==> src/rtl/alu_mc_pkg.sv <==
// Shared types for the multi-cycle ALU: opcodes, FSM states and iterator modes.
// Optional macro ALU_DIV_EN selects whether the divider is built.
package alu_mc_pkg;

  typedef enum logic [3:0] {
    OP_ADD  = 4'd0,
    OP_SUB  = 4'd1,
    OP_AND  = 4'd2,
    OP_OR   = 4'd3,
    OP_NOR  = 4'd4,
    OP_SLL  = 4'd5,
    OP_SRL  = 4'd6,
    OP_SLT  = 4'd7,
    OP_SLTU = 4'd8,
    OP_BEQ  = 4'd9,
    OP_MULU = 4'd10,
    OP_DIVU = 4'd11
  } op_t;

  typedef enum logic [1:0] {
    StIdle,
    StMul,
    StDiv
  } state_t;

  localparam logic ITER_MUL = 1'b0;
  localparam logic ITER_DIV = 1'b1;

endpackage

==> src/rtl/alu_mc_iter.sv <==
// Iterative datapath shared by shift-add multiply and restoring divide; one step per cycle.
// The divide path and mode input exist only when ALU_DIV_EN is defined.
module alu_mc_iter
  import alu_mc_pkg::*;
#(
  parameter int unsigned WIDTH = 32
) (
  input  logic             clk,
  input  logic             rst,
  input  logic             start,
`ifdef ALU_DIV_EN
  input  logic             mode,
`endif
  input  logic [WIDTH-1:0] a,
  input  logic [WIDTH-1:0] b,
  output logic             last,
  output logic [WIDTH-1:0] lo,
  output logic [WIDTH-1:0] hi
);

  localparam int unsigned CW = $clog2(WIDTH) + 1;

  logic [CW-1:0]    cnt_q;
  logic [WIDTH-1:0] acc_hi_q, acc_lo_q, opnd_q;
  logic [WIDTH-1:0] acc_hi_d, acc_lo_d, addend;
  logic [WIDTH:0]   sum;
`ifdef ALU_DIV_EN
  logic             mode_q;
  logic [WIDTH:0]   diff;
`endif

  // acc_hi is the partial product / remainder, acc_lo the multiplier / quotient.
  always_comb begin
    addend   = acc_lo_q[0] ? opnd_q : {WIDTH{1'b0}};
    sum      = {1'b0, acc_hi_q} + {1'b0, addend};
    acc_hi_d = sum[WIDTH:1];
    acc_lo_d = {sum[0], acc_lo_q[WIDTH-1:1]};
`ifdef ALU_DIV_EN
    diff = {acc_hi_q, acc_lo_q[WIDTH-1]} - {1'b0, opnd_q};
    if (mode_q == ITER_DIV) begin
      // diff MSB set means the trial subtraction borrowed: restore.
      acc_hi_d = diff[WIDTH] ? {acc_hi_q[WIDTH-2:0], acc_lo_q[WIDTH-1]} : diff[WIDTH-1:0];
      acc_lo_d = {acc_lo_q[WIDTH-2:0], ~diff[WIDTH]};
    end
`endif
  end

  always_ff @(posedge clk) begin
    if (rst) begin
      cnt_q    <= '0;
      acc_hi_q <= '0;
      acc_lo_q <= '0;
      opnd_q   <= '0;
`ifdef ALU_DIV_EN
      mode_q   <= ITER_MUL;
`endif
    end else if (start) begin
      cnt_q    <= CW'(WIDTH);
      acc_hi_q <= '0;
      acc_lo_q <= a;
      opnd_q   <= b;
`ifdef ALU_DIV_EN
      mode_q   <= mode;
`endif
    end else if (cnt_q != '0) begin
      cnt_q    <= cnt_q - 1'b1;
      acc_hi_q <= acc_hi_d;
      acc_lo_q <= acc_lo_d;
    end
  end

  assign last = (cnt_q == CW'(1));
  assign lo   = acc_lo_d;
  assign hi   = acc_hi_d;

endmodule

==> src/rtl/alu_mc.sv <==
// Multi-cycle ALU: registered single-cycle ops plus iterative MULU/DIVU with HI/LO results.
// Define ALU_DIV_EN to build the divider; otherwise DIVU returns dz=1 in one cycle.
module alu_mc
  import alu_mc_pkg::*;
#(
  parameter int unsigned WIDTH = 32,
  parameter int unsigned SHW   = $clog2(WIDTH)
) (
  input  logic             clk,
  input  logic             rst,
  input  logic             in_valid,
  output logic             in_ready,
  input  logic [3:0]       op,
  input  logic [WIDTH-1:0] in1,
  input  logic [WIDTH-1:0] in2,
  output logic             out_valid,
  output logic [WIDTH-1:0] out,
  output logic [WIDTH-1:0] hi,
  output logic             zero,
  output logic             dz
);

  state_t           state_q, state_d;
  op_t              opc;
  logic [WIDTH-1:0] res, out_q, out_d, hi_q, hi_d;
  logic [WIDTH-1:0] iter_lo, iter_hi;
  logic             zero_q, zero_d, dz_q, dz_d, valid_q, valid_d;
  logic             accept, start, iter_last;
`ifdef ALU_DIV_EN
  logic             dz_pend_q, dz_pend_d, iter_mode;
`endif

  assign opc      = op_t'(op);
  assign in_ready = (state_q == StIdle);
  assign accept   = in_valid & in_ready;

  always_comb begin
    res = '0;
    case (opc)
      OP_ADD:  res = in1 + in2;
      OP_SUB:  res = in1 - in2;
      OP_AND:  res = in1 & in2;
      OP_OR:   res = in1 | in2;
      OP_NOR:  res = ~(in1 | in2);
      OP_SLL:  res = in1 << in2[SHW-1:0];
      OP_SRL:  res = in1 >> in2[SHW-1:0];
      OP_SLT:  res = {{(WIDTH-1){1'b0}}, $signed(in1) < $signed(in2)};
      OP_SLTU: res = {{(WIDTH-1){1'b0}}, in1 < in2};
      default: res = '0;
    endcase
  end

  always_comb begin
    state_d = state_q;
    out_d   = out_q;
    hi_d    = hi_q;
    zero_d  = zero_q;
    dz_d    = dz_q;
    valid_d = 1'b0;
    start   = 1'b0;
`ifdef ALU_DIV_EN
    dz_pend_d = dz_pend_q;
    iter_mode = ITER_MUL;
`endif
    case (state_q)
      StIdle: begin
        if (accept) begin
          if (opc == OP_MULU) begin
            start   = 1'b1;
            state_d = StMul;
`ifdef ALU_DIV_EN
          end else if (opc == OP_DIVU) begin
            start     = 1'b1;
            iter_mode = ITER_DIV;
            state_d   = StDiv;
            dz_pend_d = (in2 == '0);
`endif
          end else begin
            valid_d = 1'b1;
            out_d   = res;
            hi_d    = '0;
            zero_d  = (opc == OP_BEQ) ? (in1 == in2) : (res == '0);
            // Only reachable for DIVU when the divider is not built.
            dz_d    = (opc == OP_DIVU);
          end
        end
      end
      StMul, StDiv: begin
        if (iter_last) begin
          valid_d = 1'b1;
          state_d = StIdle;
          out_d   = iter_lo;
          hi_d    = iter_hi;
          dz_d    = 1'b0;
`ifdef ALU_DIV_EN
          if (state_q == StDiv && dz_pend_q) begin
            out_d = '1;
            dz_d  = 1'b1;
          end
`endif
          zero_d = (out_d == '0);
        end
      end
      default: state_d = StIdle;
    endcase
  end

  always_ff @(posedge clk) begin
    if (rst) begin
      state_q   <= StIdle;
      out_q     <= '0;
      hi_q      <= '0;
      zero_q    <= 1'b0;
      dz_q      <= 1'b0;
      valid_q   <= 1'b0;
`ifdef ALU_DIV_EN
      dz_pend_q <= 1'b0;
`endif
    end else begin
      state_q   <= state_d;
      out_q     <= out_d;
      hi_q      <= hi_d;
      zero_q    <= zero_d;
      dz_q      <= dz_d;
      valid_q   <= valid_d;
`ifdef ALU_DIV_EN
      dz_pend_q <= dz_pend_d;
`endif
    end
  end

  alu_mc_iter #(
    .WIDTH(WIDTH)
  ) u_iter (
    .clk  (clk),
    .rst  (rst),
    .start(start),
`ifdef ALU_DIV_EN
    .mode (iter_mode),
`endif
    .a    (in1),
    .b    (in2),
    .last (iter_last),
    .lo   (iter_lo),
    .hi   (iter_hi)
  );

  assign out_valid = valid_q;
  assign out       = out_q;
  assign hi        = hi_q;
  assign zero      = zero_q;
  assign dz        = dz_q;

endmodule

==> config.mk <==
export PLATFORM = sky130hd
export DESIGN_NAME = alu_mc
export DESIGN_NICKNAME = d
export VERILOG_FILES = /design/src/rtl/alu_mc_pkg.sv /design/src/rtl/alu_mc_iter.sv /design/src/rtl/alu_mc.sv
export SDC_FILE = /design/constraint.sdc
export NUM_CORES = 1
export LEC_CHECK = 0
export CAP_MARGIN = 5
export CELL_PAD_IN_SITES_DETAIL_PLACEMENT = 0
export CELL_PAD_IN_SITES_GLOBAL_PLACEMENT = 1
export CORE_MARGIN = 5
export CORE_UTILIZATION = 30
export DETAILED_ROUTE_END_ITERATION = 6
export PLACE_DENSITY = 0.65
export SLEW_MARGIN = 0
export SYNTH_ARGS = -nofsm -noshare
export SYNTH_HDL_FRONTEND = slang
export SYNTH_SLANG_ARGS = --single-unit
==> constraint.sdc <==
create_clock -name clk -period 7.3 [get_ports clk]
set_input_delay 2.19 -clock clk [delete_from_list [all_inputs] [get_ports clk]]
set_output_delay 2.19 -clock clk [all_outputs]
set_load 0.02 [all_outputs]
==> flow_summary.ini <==
[run_status]
status = complete, but fails checks
violations = DRC

[yosys]
synthArstFlopShare = 0
syn_area_per_cell_sq_um = 7.29
ys_warn_count = 0
ys_seq_area_frac = 0.188
synth-seq-cells = 170
synth_cell_type_count = 86
synth_edf_count = 0
syn-cell-area_sq_um = 18100
synth_nets = 2683
synth_ff_type = dfxtp_1
syn_inst = 2478

[final_layout]
final_common_cell = nand2_1
mostFrequentLayoutCells = nand2_1 (411), a21oi_1 (240), nor2_1 (235), dfxtp_1 (170), clkdlybuf4s50_1 (132)
fillCellCount = 6397
multiInputGateArea_sq_um = 13500
seqCellArea_sq_um = 3400
drive_above_1_share = 0.102
utilization = 0.352
nNetsFinal = 2764
post-route-cell-area_sq_um = 21100
area_delta_synth_final_pct = 16.9

[critical_path]
critPathRequiredTime_ns = 7.69
cp_max_fo = 13
endpoint = zero$_SDFFE_PP0P_
setup.worst_path.start_class = input port
reg2regPathDepth = 15
cp_num_buf_inv = 2
crit_family = compound AO/OA/AOI/OAI gates
r2r_start = u_iter.acc_lo_q[0]$_SDFFE_PP0P_
slowest_stage = clkdlybuf4s50_1
path_cells = clkdlybuf4s50_1 -> inv_1 -> ha_1 -> nor3_1 -> o311ai_1 -> a41oi_1 -> nor2_1 -> o21a_1 -> a2111oi_0 -> o21ai_0 -> o2bb2ai_1 -> mux2i_1 -> or4_1 -> o21ai_1
critPathMaxStageDelay_ns = 0.69
crit_start = in1[5]
cp-end-kind = register
r2r_slack_ns = 2.82
rr_endpoint = hi[31]$_SDFFE_PP0P_
crit_type = in2reg
cp.arrival_ns = 7.02
crit_cells = 14

[place]
numPortBuffers = 138
place_hpwl_microns = 74200
gp_congestion = 0.998
placed_cell_area_sq_um = 20500

[route]
wire_per_inst_microns = 27.9
first_iter_violations = 2386
drc_errors = 2
viasPerCell = 6.01
first_pass_iters = 7
via_count = 20200
antenna_left = 0
drt-total-wl_microns = 93600

[sta]
period_minus_slack_ns = 6.63
max_freq_mhz = 151
finalHoldViolations = 0
whs_ns = 0.452
fin_setup_tns_ns = 0
setup_viol = 0
worst_slew_pin_slew_ns = 1.13
rsz0062_at_grt = no
finalCritPeriodShare = 0.908
finalMaxSlewViolations = 0
slew_headroom = 0.237
skew_ns = 0.0113

[clock_tree]
cts_tree = built
insertion_delay_ns = 0.45
holdBufCountCts = 0
post_cts_buffers = 0
post_cts_resized = 0
path_clk_slew_ns = 0.07
clock_path_buffers = 2
cts_buffers = 17
cts.sinks = 170
htree_num_levels = 4
root_buffer = clkbuf_16

[global_routing]
grt.overflow.total = 0
first_global_vias = 19600
grt_usage = 0.273
antenna_found_initial = 4
grt_max_degree = 70
grt_pass1_wl_microns = 136000

[power_and_ir_drop]
power_density_nw_per_um2 = 165
vdd_drop_max_mv = 0.200
p_leak_nw = 8.27
p_total_w = 0.00348

[die]
die_area_sq_um = 65200
die_w_microns = 255
die_h_microns = 255
num_rows = 90
num_io_pins = 139
core_sq_um = 60000
start_util = 0.301

[job]
max_cap_violations = 0

[min_path]
whs_path_depth = 2
min_path_type = reg2reg
[worst register-to-register path, cell delays in order (launching register included)]
cell and delay (ns):
dfxtp_1 0.30, buf_4 0.21, and2_1 0.18, ha_1 0.20
fa_1 0.44, a21o_1 0.18, a21oi_1 0.30, o211ai_1 0.17
a41oi_1 0.37, o311a_1 0.25, o21ai_0 0.10, buf_4 0.16
a2111oi_0 0.85, o311ai_0 0.36, a22oi_1 0.21, nor2_1 0.06
[per-layer routing]
metal  part of all wire  vias up  GRT usage
li1                   -     9179          -
met1               0.43     9878      0.370
met2               0.45      928      0.442
met3              0.066      190     0.0355
met4              0.046        4      0.110
met5            0.00029        -          0
[state kept, by name (all words and copies together) (netlist names), 6 cells and up]
signal and cells:
u_iter.acc_hi_q 32, u_iter.acc_lo_q 32, out 32, hi 32, u_iter.opnd_q 32, u_iter.cnt_q 6
[area by class of cell]
| type | count | share of cell area |
|---|---|---|
| multi-input combinational | 2004 | 0.639 |
| clock inverter | 13 | 0.00510 |
| timing repair buffer | 257 | 0.107 |
| sequential | 170 | 0.161 |
| antenna | 1 | 0.000119 |
| inverter | 109 | 0.0194 |
| clock buffer | 19 | 0.0215 |
| tap | 782 | 0.0464 |
[synthesized netlist by cell type (8+ instances only)]
cell       instances  share of area
xnor2_1           31          0.015
o311ai_0           8         0.0039
a211oi_1          34          0.014
o211ai_1          38          0.016
buf_2             18         0.0050
nor3_1            44          0.012
nor4_1            22         0.0076
nand3_1           43          0.012
a221oi_1          13         0.0063
mux2i_1           68          0.038
mux2_2            18          0.011
xor2_1            14         0.0068
nor2b_1           22         0.0076
a311oi_1          35          0.017
buf_1             25         0.0052
nand4_1           17         0.0059
a32oi_1            8         0.0039
ha_1             131          0.091
and3_1            12         0.0042
a22oi_1           45          0.019
a2111oi_0         12         0.0058
or2_2             12         0.0042
a31oi_1           20         0.0069
o31ai_1           18         0.0075
a21oi_1          240          0.067
or4_1              9         0.0037
a21o_1            32          0.013
and2_1            43          0.015
nand2b_1          19         0.0066
o22ai_1           27         0.0094
clkbuf_1         146          0.030
o21ai_0           95          0.026
mux4_2            56          0.070
nor2_1           237          0.049
o21bai_1          14         0.0058
o221ai_1          10         0.0049
inv_1            106          0.022
dfxtp_1          170           0.19
a211o_1            8         0.0039
o21a_1            23         0.0096
nand2_1          411          0.085
[report_power, final]
group	internal (W)	leakage (nW)	switching [W]
Clock	0.000462	0.277	0.000415
Combinational	0.000502	6.62	0.00106
Sequential	0.000988	1.38	0.0000546
Total	0.00195	8.27	0.00153
[worst min path at each step]
stage / startpoint / endpoint / slack (ns)
2_1_floorplan: u_iter.opnd_q[0]$_SDFFE_PP0P_ / u_iter.opnd_q[0]$_SDFFE_PP0P_ / 0.43
3_3_place_gp: u_iter.opnd_q[0]$_SDFFE_PP0P_ / u_iter.opnd_q[0]$_SDFFE_PP0P_ / 0.44
3_5_place_dp: u_iter.opnd_q[0]$_SDFFE_PP0P_ / u_iter.opnd_q[0]$_SDFFE_PP0P_ / 0.44
4_1_cts: u_iter.opnd_q[0]$_SDFFE_PP0P_ / u_iter.opnd_q[0]$_SDFFE_PP0P_ / 0.45
5_1_grt: u_iter.opnd_q[11]$_SDFFE_PP0P_ / u_iter.opnd_q[11]$_SDFFE_PP0P_ / 0.47
6_report: u_iter.opnd_q[2]$_SDFFE_PP0P_ / u_iter.opnd_q[2]$_SDFFE_PP0P_ / 0.45
[kinds of logic after synthesis]
kind of cell	share of synthesized area
AO/OA/AOI/OAI	0.277
flip-flops	0.188
buffers and inverters	0.0665
XOR/XNOR	0.0218
AND/OR/NAND/NOR	0.231
adder cells (fa/ha/maj)	0.0941
multiplexers	0.122
[per-stage QoR]
stage / instances / setup slack, ns
floorplan: 2478 / 1.06
global placement: 3320 / 0.390
detailed placement: 3320 / 0.343
CTS: 3352 / 0.819
global route: 3354 / 0.432
finish: 3355 / 0.669
Power figures use the tool's default switching activity.
